--- config.mk ---
export PLATFORM = sky130hd
export DESIGN_NAME = dot_product_stream
export DESIGN_NICKNAME = d
export VERILOG_FILES = /design/src/rtl/dot_product_stream.sv
export SDC_FILE = /design/constraint.sdc
export NUM_CORES = 1
export LEC_CHECK = 0
export BUFFER_PORTS_ARGS = -buffer_cell sky130_fd_sc_hd__buf_2
export CORE_MARGIN = 10
export CORE_UTILIZATION = 45
export CTS_BUF_LIST = sky130_fd_sc_hd__clkbuf_8
export DETAILED_ROUTE_END_ITERATION = 10
export PLACE_DENSITY_LB_ADDON = 0.1
export SLEW_MARGIN = 15
export SYNTH_ARGS = -nofsm -noshare
export SYNTH_HDL_FRONTEND = slang
export SYNTH_SLANG_ARGS = --single-unit
--- constraint.sdc ---
create_clock -name clk -period 9.85 [get_ports clk]
set_input_delay 0.985 -clock clk [delete_from_list [all_inputs] [get_ports clk]]
set_output_delay 0.985 -clock clk [all_outputs]
set_load 0.02 [all_outputs]
--- src/rtl/dot_product_stream.sv ---
// Purpose: streaming dot product; takes vector A then vector B on one element port and emits sum(A[i]*B[i]).
// Latency: the result is registered; out_valid rises the cycle after the last B element is accepted.
// Backpressure: in_ready drops while a result waits; out_ready=0 holds dout and out_valid; flush aborts the pair.
//
// Ports:
//   clk, resetn          clock and asynchronous active-low reset
//   in_valid/in_ready    element handshake on din (A elements first, then B elements)
//   din                  DATA_W-bit element, unsigned or two's complement per SIGNED
//   flush                synchronous abort of the pair in progress; wins over both handshakes
//   out_valid/out_ready  result handshake on dout
//   dout                 OUT_W-bit dot product; keeps the last result after it is consumed
module dot_product_stream #(
  parameter int DATA_W  = 8,
  parameter int VEC_LEN = 3,
  parameter int SIGNED  = 0,
  localparam int OUT_W  = 2*DATA_W + $clog2(VEC_LEN)
) (
  input  logic              clk,
  input  logic              resetn,
  input  logic              in_valid,
  output logic              in_ready,
  input  logic [DATA_W-1:0] din,
  input  logic              flush,
  output logic              out_valid,
  input  logic              out_ready,
  output logic [OUT_W-1:0]  dout
);

  localparam int IDX_W = $clog2(VEC_LEN);
  localparam int PRD_W = 2*DATA_W;
  localparam logic [IDX_W-1:0] IDX_LAST = IDX_W'(VEC_LEN - 1);

  typedef enum logic [1:0] {LOAD_A, LOAD_B, OUT} state_t;

  state_t             state_q, state_d;
  logic [IDX_W-1:0]   idx;
  logic [OUT_W-1:0]   acc;
  logic [DATA_W-1:0]  a_mem [VEC_LEN];

  logic               xfer;
  logic               last;
  logic [DATA_W-1:0]  a_sel;
  logic [PRD_W-1:0]   prod_u;
  logic [PRD_W-1:0]   prod_s;
  logic [PRD_W-1:0]   prod;
  logic [OUT_W-1:0]   prod_ext;
  logic [OUT_W-1:0]   sum;

  // Only the state decides readiness, so in_ready never depends on in_valid.
  assign in_ready = (state_q != OUT);
  // A flush drops any element presented alongside it.
  assign xfer     = in_valid & in_ready & ~flush;
  assign last     = (idx == IDX_LAST);
  assign a_sel    = a_mem[idx];

  // Both operands are widened to the product width first, so the low PRD_W
  // bits of the product are exact for either interpretation.
  always_comb begin
    prod_u   = {{DATA_W{1'b0}}, a_sel} * {{DATA_W{1'b0}}, din};
    prod_s   = $signed({{DATA_W{a_sel[DATA_W-1]}}, a_sel}) *
               $signed({{DATA_W{din[DATA_W-1]}}, din});
    prod     = (SIGNED != 0) ? prod_s : prod_u;
    prod_ext = (SIGNED != 0) ? {{(OUT_W-PRD_W){prod[PRD_W-1]}}, prod}
                             : {{(OUT_W-PRD_W){1'b0}}, prod};
    sum      = acc + prod_ext;
  end

  // Next-state logic.
  always_comb begin
    state_d = state_q;
    if (flush) begin
      state_d = LOAD_A;
    end else begin
      case (state_q)
        LOAD_A:  if (xfer && last) state_d = LOAD_B;
        LOAD_B:  if (xfer && last) state_d = OUT;
        OUT:     if (out_ready)    state_d = LOAD_A;
        default: state_d = LOAD_A;
      endcase
    end
  end

  always_ff @(posedge clk or negedge resetn) begin
    if (!resetn) begin
      state_q   <= LOAD_A;
      idx       <= '0;
      acc       <= '0;
      out_valid <= 1'b0;
      dout      <= '0;
      for (int i = 0; i < VEC_LEN; i++) a_mem[i] <= '0;
    end else begin
      state_q <= state_d;
      if (flush) begin
        // dout deliberately keeps its value; stale A entries are rewritten before use.
        idx       <= '0;
        acc       <= '0;
        out_valid <= 1'b0;
      end else begin
        if (xfer) begin
          idx <= last ? '0 : idx + 1'b1;
          if (state_q == LOAD_A) begin
            a_mem[idx] <= din;
          end else begin
            acc <= sum;
            if (last) begin
              dout      <= sum;
              out_valid <= 1'b1;
            end
          end
        end
        if (state_q == OUT && out_ready) begin
          out_valid <= 1'b0;
          acc       <= '0;
        end
      end
    end
  end

endmodule

==> qor.csv <==
stage,metric,value,unit
outcome,status,completed,
floorplanning,rows,39,
floorplanning,die_area,0.0166,mm^2
synthesis,ys.flop_type,dfrtp_1,
synthesis,ys_warn_count,0,
clock_network,root_buffer,clkbuf_8,
sta,finalCriticalPeriod,5980,ps
drt,drt_first_pass_iters,4,
setup_path,worstReg2RegStart,idx[0]$_DFFE_PN0P_,
pwr,powerDensity,276,mW/mm^2
setup_path,crit_fanout,14,
sta,fin_ws,3870,ps
drt,wl_per_cell,15.5,um
clock_network,clock-sinks,65,
synthesis,syn-num-nets,622,
setup_path,cp-end-kind,flip-flop,
sta,fin_crit_sh,60.7,%
layout,final_common_cell,inv_1,
floorplanning,io_pins,33,
global_route,gr-usage-met2,22.0,%
worst_hold_path,min_from,acc[5]$_DFFE_PN0P_,
global_route,grt-ovfl-total,0,
synthesis,async_flop_share,100,%
layout,syn_to_final_growth,9.01,%
clock_network,cts_tree,done,
sta,slew_headroom,43.9,%
run,max-cap-violations,0,
global_route,antenna_found_initial,0,
clock_network,cts_hold_buf,0,
setup_path,worstPathRequired,10120,ps
global_route,gr-usage-met1,18.5,%
synthesis,synth_compound_area_share,9.34,%
placed_design,place_ws,3930,ps
drt,first_iter_violations,154,
pwr,ir_worst_vdd,156,uV
worst_hold_path,hp-class,reg2reg,
clock_network,clkLatencyLatePin,370,ps
synthesis,synth.area.mux_share,9.97,%
synthesis,synthAdderAreaFrac,28.2,%
sta,tns,0,ps
synthesis,syn_inst,519,
sta,tightest_slew,842,ps
synthesis,yosys.area_share.simple,10.7,%
layout,fin_nets,648,
placed_design,dp_hpwl,8500,um
layout,layout_common_cells,"inv_1 (97), dfrtp_1 (65), nand2_1 (56), fa_1 (50)",
setup_path,crit_arrival,6240,ps
clock_network,cts-htree-levels,3,
global_route,met3_usage,3.70,%
clock_network,cts_buffer_depth,2,
sta,clock_skew,8.01,ps
floorplanning,start_util,46.2,%
clock_network,postCtsSetupBuffers,0,
layout,n_antenna_cell,0,
setup_path,r2r_cells,18,
sta,max_freq,0.167,GHz
placed_design,placed_cell_area,0.00559,mm^2
worst_hold_path,hold-path-endpoint,acc[5]$_DFFE_PN0P_,
setup_path,r2r_slack,3870,ps
placed_design,gp_congestion,0.807,
synthesis,synth.top_cell.area_share,30.6,%
global_route,busiest_layer,met2,
global_route,grt_max_degree,66,
layout,drive_gt1_share,18.4,%
synthesis,yosysUniqueCellTypes,46,
synthesis,ys_top_cells_by_area,"dfrtp_1 (31%), fa_1 (19%), ha_1 (9.4%)",
setup_path,worst_setup_path_start_kind,flip-flop,
sta,setup_viol,0,
synthesis,synth-xor-area-share,2.63,%
drt,vias_per_cell,5.15,
sta,holdWs,481,ps
clock_network,numCtsBuffers,9,
synthesis,synth_top_family_by_area,adder cells,
drt,drt_drc_violations_left,0,
sta,slew_violations,0,
floorplanning,die_x,129,um
setup_path,worstReg2RegEnd,acc[17]$_DFFE_PN0P_,
global_route,grt.total_usage,14.0,%
synthesis,seq_area_frac_synth,30.6,%
worst_hold_path,whs_path_depth,2,
drt,vias,3567,
pwr,finalPower,1600,uW
synthesis,syn_area,0.00532,mm^2
synthesis,avgSynthCellArea,10.2,um^2
sta,hold_viol,0,
synthesis,synth_edf_count,0,
global_route,grt_pass1_wl,18500,um
floorplanning,core_area,0.0115,mm^2
synthesis,yosysTopAreaCell,dfrtp_1,
clock_network,cts.clk_slew.worst_paths,70,ps
sta,rsz0062_at_grt,false,
global_route,grt_pass1_vias,3668,
floorplanning,fp.dieH,129,um
clock_network,cts_resized,0,
drt,drt_wl_total,10700,um
layout,stdcell_area,0.00580,mm^2
placed_design,portBuffers,32,
pwr,p_leak,0.00304,uW
synthesis,synth_seq_cells,65,
setup_path,setup.worst_path.class,reg2reg,
drt,antenna_left,0,
-- synthesized netlist by cell type (all sizes together), types with 2 or more instances --
library cell / instances
a21o: 5
a21oi: 15
a221oi: 3
a22o: 16
a31oi: 3
and2: 32
and3: 3
buf: 3
clkbuf: 17
dfrtp: 65
fa: 50
ha: 40
inv: 95
mux2: 40
mux2i: 8
nand2: 56
nand3: 3
nand4: 3
nor2: 12
nor2b: 3
nor3: 2
o21a: 2
o21ai: 13
o41ai: 2
xnor2: 11
xor2: 5
-- registers in the layout (all words and copies together) (netlist names) --
| register | cells |
|---|---|
| acc | 18 |
| state_q | 2 |
| out_valid | 1 |
| dout | 18 |
| idx | 2 |
| a_mem | 24 |
-- cells by family (layout without fill, tap and decap cells) --
kind of cell | after synthesis | after routing
DFF | 65 | 65
AOI/OAI and AO/OA | 66 | 66
and+or+nand+nor | 118 | 118
muxes | 48 | 48
adders and majority gates | 90 | 90
xor gates and xnor gates | 16 | 16
buffers and inverters | 116 | 147
-- cell type report --
type	instances	area, um^2
inverters	95	357
clock buffers	12	165
flip-flops and latches	65	1630
well taps	143	179
repair buffers	36	190
multi-input cells	338	3240
clock inverters	4	42.5
fillers	1118	5720
-- layer usage --
metal / up-vias / wire, um
li1: 1719 / -
met3: 12 / 470
met5: - / 0
met4: 0 / 157
met2: 63 / 5270
met1: 1773 / 4860
-- critical path: stages, from the launching register on --
cell and delay, ps:
dfrtp_1 610, nor2b_1 570, nand2_1 110, o21ai_1 350
nand2_1 150, fa_1 520, inv_1 50, fa_1 470
fa_1 550, inv_1 50, fa_1 520, inv_1 40
ha_1 370, and3_2 270, a221oi_4 310, o21ai_0 290
a21oi_1 300, xor2_1 110, o311ai_1 220
-- where the power goes --
part / internal (uW) / total [uW] / switching [uW]
Sequential: 298 / 316 / 18.4
Clock: 135 / 238 / 103
Combinational: 426 / 1050 / 623
Total: 859 / 1600 / 744
-- worst max path at each step --
stage | startpoint | endpoint | slack [ps]
CTS | idx[0]$_DFFE_PN0P_ | acc[17]$_DFFE_PN0P_ | 3900
global route | idx[0]$_DFFE_PN0P_ | acc[17]$_DFFE_PN0P_ | 3390
floorplan | din[4] | acc[17]$_DFFE_PN0P_ | 4600
detailed placement | idx[0]$_DFFE_PN0P_ | acc[17]$_DFFE_PN0P_ | 3930
global placement | idx[0]$_DFFE_PN0P_ | dout[15]$_DFFE_PN0P_ | 4070
finish | idx[0]$_DFFE_PN0P_ | acc[17]$_DFFE_PN0P_ | 3870
-- per-stage QoR --
stage	utilization (%)	instances
after floorplan	-	519
after global placement	48.5	677
after detailed placement	48.5	677
after CTS	50.3	693
after global routing	50.3	693
final	50.3	693
(Power assumes the default switching activity.)
